$ cat config.mk
export PLATFORM = sky130hd
export DESIGN_NAME = fifo_ctrl
export DESIGN_NICKNAME = d
export VERILOG_FILES = /design/src/rtl/fifo_ctrl.sv
export SDC_FILE = /design/constraint.sdc
export NUM_CORES = 1
export LEC_CHECK = 0
export ABC_AREA = 1
export BUFFER_PORTS_ARGS = -buffer_cell sky130_fd_sc_hd__clkbuf_2
export CAP_MARGIN = 10
export CORE_AREA = 2 2 39 41
export CTS_BUF_LIST = sky130_fd_sc_hd__clkbuf_8
export CTS_CLUSTER_SIZE = 28
export DETAILED_ROUTE_END_ITERATION = 8
export DIE_AREA = 0 0 41 43
export PLACE_DENSITY = 0.73
export SYNTH_ARGS = -nofsm -noshare
export SYNTH_HDL_FRONTEND = slang
export SYNTH_SLANG_ARGS = --single-unit
$ cat constraint.sdc
create_clock -name clk -period 2.1 [get_ports clk]
set_input_delay 0.42 -clock clk [delete_from_list [all_inputs] [get_ports clk]]
set_output_delay 0.42 -clock clk [all_outputs]
set_load 0.1 [all_outputs]
$ cat src/rtl/fifo_ctrl.sv
// Pointer/flag controller that wraps a 1W/1R register file as a circular FIFO.
// Flags decode from the registered count; wr_en is the only combinational output.
module fifo_ctrl #(
   parameter int ADDR_WIDTH = 2,
   parameter int AF_LEVEL   = 3,
   parameter int AE_LEVEL   = 1
) (
   input  logic                  clk,
   input  logic                  reset_n,
   input  logic                  wr,
   input  logic                  rd,
   input  logic                  clear,
   input  logic                  err_clr,
   output logic                  wr_en,
   output logic [ADDR_WIDTH-1:0] w_addr,
   output logic [ADDR_WIDTH-1:0] r_addr,
   output logic                  full,
   output logic                  empty,
   output logic                  almost_full,
   output logic                  almost_empty,
   output logic [ADDR_WIDTH:0]   count,
   output logic                  overflow,
   output logic                  underflow
);

   localparam logic [ADDR_WIDTH:0] DEPTH = (ADDR_WIDTH+1)'(1 << ADDR_WIDTH);
   localparam logic [ADDR_WIDTH:0] AF_L  = (ADDR_WIDTH+1)'(AF_LEVEL);
   localparam logic [ADDR_WIDTH:0] AE_L  = (ADDR_WIDTH+1)'(AE_LEVEL);

   logic [ADDR_WIDTH-1:0] w_ptr;
   logic [ADDR_WIDTH-1:0] r_ptr;
   logic                  push_ok;
   logic                  pop_ok;

   assign full         = (count == DEPTH);
   assign empty        = (count == '0);
   assign almost_full  = (count >= AF_L);
   assign almost_empty = (count <= AE_L);

   // A pop frees a slot, so a full FIFO can still take a simultaneous push
   assign pop_ok  = rd & ~empty;
   assign push_ok = wr & (~full | pop_ok);
   assign wr_en   = push_ok & ~clear;

   assign w_addr = w_ptr;
   assign r_addr = r_ptr;

   always_ff @(posedge clk or negedge reset_n) begin
      if (!reset_n) begin
         w_ptr <= '0;
         r_ptr <= '0;
         count <= '0;
      end else if (clear) begin
         w_ptr <= '0;
         r_ptr <= '0;
         count <= '0;
      end else begin
         if (push_ok)
            w_ptr <= w_ptr + 1'b1;
         if (pop_ok)
            r_ptr <= r_ptr + 1'b1;
         unique case ({push_ok, pop_ok})
            2'b10:   count <= count + 1'b1;
            2'b01:   count <= count - 1'b1;
            default: count <= count;
         endcase
      end
   end

   // Sticky errors: a new set condition beats err_clr in the same cycle
   always_ff @(posedge clk or negedge reset_n) begin
      if (!reset_n) begin
         overflow  <= 1'b0;
         underflow <= 1'b0;
      end else begin
         overflow  <= (wr & ~push_ok & ~clear) | (overflow  & ~err_clr);
         underflow <= (rd & ~pop_ok  & ~clear) | (underflow & ~err_clr);
      end
   end

endmodule

==> flow_summary.yaml <==
cts:
  cts.sinks: 9
  h-tree-depth: 1
  cts_inserted_buffers: 3
  cts.reportedPaths.clkPinSlew_ps: 50
  cts_tree: "done"
  root_buffer: "clkbuf_8"
  clockBufferDepth: 2
  clock_latency_ps: 230
  hold_buffers: 0
global_route:
  use_met1_pct: 21.2
  globalRouteTotalUtil_pct: 16.4
  grt_use_met2_pct: 25.0
  grt_busiest_layer: "met2"
  grt_start_max_net_pins: 11
  number_of_antenna_violations_at_the_first_check_in_global_routing: 0
  grt_pass1_vias: 493
  grt.met3_usage_pct: 3.14
  global_route.overflow_total: 0
  grt_pass1_wl_um: 1980
timing:
  finalClockSkew_ps: 5.36
  relSlewSlack_pct: 64.2
  tightestPinTransition_ps: 539
  finalMaxSlewViolations: 0
  layout_worst_path_cycle_share_pct: 95.4
  fmax_achieved_ghz: 0.499
  grt_setup_unrepaired: "no"
  hold_violation_count_in_the_final_report: 0
  fin_setup_tns_ps: 0
  finalSetupViolations: 0
  holdWs_ps: 42.0
  timing.final.crit_period_ps: 2000
logic_synthesis:
  synth_top_area_share_pct: 38.2
  syn_nets: 85
  synth_async_sr_flop_share_pct: 100
  synth_largest_area_cell: "dfrtp_1"
  post_synth.cell_area_avg_sq_um: 7.96
  ys_warn_count: 0
  ys_top_cells_by_area: "dfrtp_1 (38%), ha_1 (11%), inv_1 (8.3%)"
  synth_top_cells_by_count: "inv_1 (13), nand2_1 (10), dfrtp_1 (9)"
  mapped_cells: 74
  synth_edf_count: 0
  distinct_cell_type_count_of_the_synthesized_netlist: 17
  yosys_most_used_dff: "dfrtp_1"
  most_frequent_cell_after_synthesis: "inv_1"
  synth_seq_area_share_pct: 38.2
  syn_area_sq_um: 589
  synth-seq-cells: 9
route:
  vias: 573
  routed_via_density: 5.07
  drt_pass1_iterations: 7
  postRouteWirelength_um: 1190
  route.detailed.drc: 0
  wl_per_cell_um: 10.5
  initialDrtViolationCount: 13
  final_antenna_net_count: 0
job:
  cap_violations: 0
critical_path:
  crit_path_cell_trace: "inv_2, ha_2, nand3_2, nand2_2, nor2_4, buf_12"
  setup.worst_path.class: "flop to output port"
  critical_path.reg2reg.startpoint: "count[0]"
  critical_path.max_fanout: 5
  crit_path_start_kind: "flop"
  worst_ep_required_time_ps: 1680
  worst_path_max_delay_cell: "dfrtp_4"
  worst_ep_arrival_time_ps: 1580
  worstSetupStartpoint: "count[0]"
  endpoint_kind: "output port"
  critical_path.max_stage_delay_ps: 490
power_and_ir_drop:
  peak_supply_drop_mv: 0.682
  p_leak_nw: 0.418
  pwr_dens_nw_per_um2: 1450
cells_and_area:
  ff_latch_area_sq_um: 234
  num-fill-cells: 125
  post_route_cells_drive_above_1_share_pct: 44.3
  number_of_diodes: 0
  areaGrowthSynthToFinish_pct: 42.5
  nNetsFinal: 109
  multi_input_area_sq_um: 330
outcome:
  status: "complete, no violations"
die:
  die_y_um: 43
  dieArea_sq_um: 1760
  floorplan.rows: 14
  io_pins: 20
  floorplan.initialDensity_pct: 42.6
  floorplan.core_area_sq_um: 1380
  floorplan.die.width_um: 41
placement:
  post_detail_place_hpwl_um: 989
  routabilityCongestion: 0.740
  placement.io_buffers: 19
min_path:
  worstHoldPathType: "input port to asynchronous set/reset pin"
## cells in the final DEF, fill, tap and decap left out
master	netlist	final
dfrtp_2	0	1
nand2_2	3	3
nand3_1	6	5
o21ai_0	2	1
nor2_4	0	2
nand4_1	3	3
inv_1	13	10
inv_2	2	4
buf_12	0	3
dfrtp_4	0	2
nand3_2	3	4
nor2_1	6	4
clkbuf_2	0	14
nand2_1	10	10
o21ai_2	0	1
buf_2	0	1
dfrtp_1	9	6
o21ai_1	3	3
clkbuf_8	0	3
ha_1	5	4
o32ai_1	2	2
clkinv_1	1	1
buf_4	0	1
a21oi_1	4	4
nor3_1	1	1
clkinvlp_4	0	2
a21oi_4	1	1
ha_2	0	1
## layout make-up
class,count,share of cell area [%]
inverters,16,8.05
flip-flops and latches,9,27.9
multi-input cells,49,39.3
well taps,16,2.38
clock inverters,1,0.447
repair buffers,19,17.0
clock buffers,3,4.92
## where the power goes
group          internal, mW  total, mW  leakage, nW  switching (mW)
combinational         0.172      0.779        0.276           0.607
sequential            0.208      0.242        0.115          0.0341
clock                 0.127      0.193       0.0269          0.0657
## kinds of logic after synthesis
family          Yosys count  synth area share (%)
simple gates             32                  27.6
buf+inv                  16                  10.2
compound gates           12                  13.4
flops                     9                  38.2
fa+ha+maj                 5                  10.6
## worst max-delay path: cells and delay by family, from the launching register on
family                     cells  cell delay (ps)
buffers and inverters          2              270
and+or+nand+nor                3              340
adders and majority gates      1              250
DFF                            1              490
## final timing paths
path,to,slack (ps),cells past startpoint
max in group asynchronous,count[0],1830,1
worst max-delay path,wr_en,100,6
worst max register to register,count[1],620,7
worst min register to register,r_addr[0],500,1
worst min-delay path,w_addr[0],40,1
min in group clk,overflow,380,2
## stage by stage
stage	cell area, sq um	cells	util (%)	setup WS, ps	power, mW
floorplan	632	74	-	5.73	0.872
global placement	795	109	57.4	304	1.02
detailed placement	795	109	57.4	278	1.03
CTS	840	113	60.7	36.2	1.22
global route	840	113	60.7	8.54	1.27
finish	840	113	60.7	97.0	1.21
## flip-flops by register name (all words and copies together) (netlist names)
register / count
count: 3
overflow: 1
r_addr: 2
underflow: 1
w_addr: 2
## per-layer routing
metal | share of wire (%) | wire (um)
met1 | 41 | 494
met2 | 53 | 634
met3 | 4.3 | 51
met4 | 0.92 | 11
met5 | 0 | 0
## timing repair
item | 4_1_cts | 5_1_grt
resized for setup | 0 | 1
setup buffers | 0 | 0
setup endpoints to repair | 0 | 1
(Power assumes the default switching activity.)
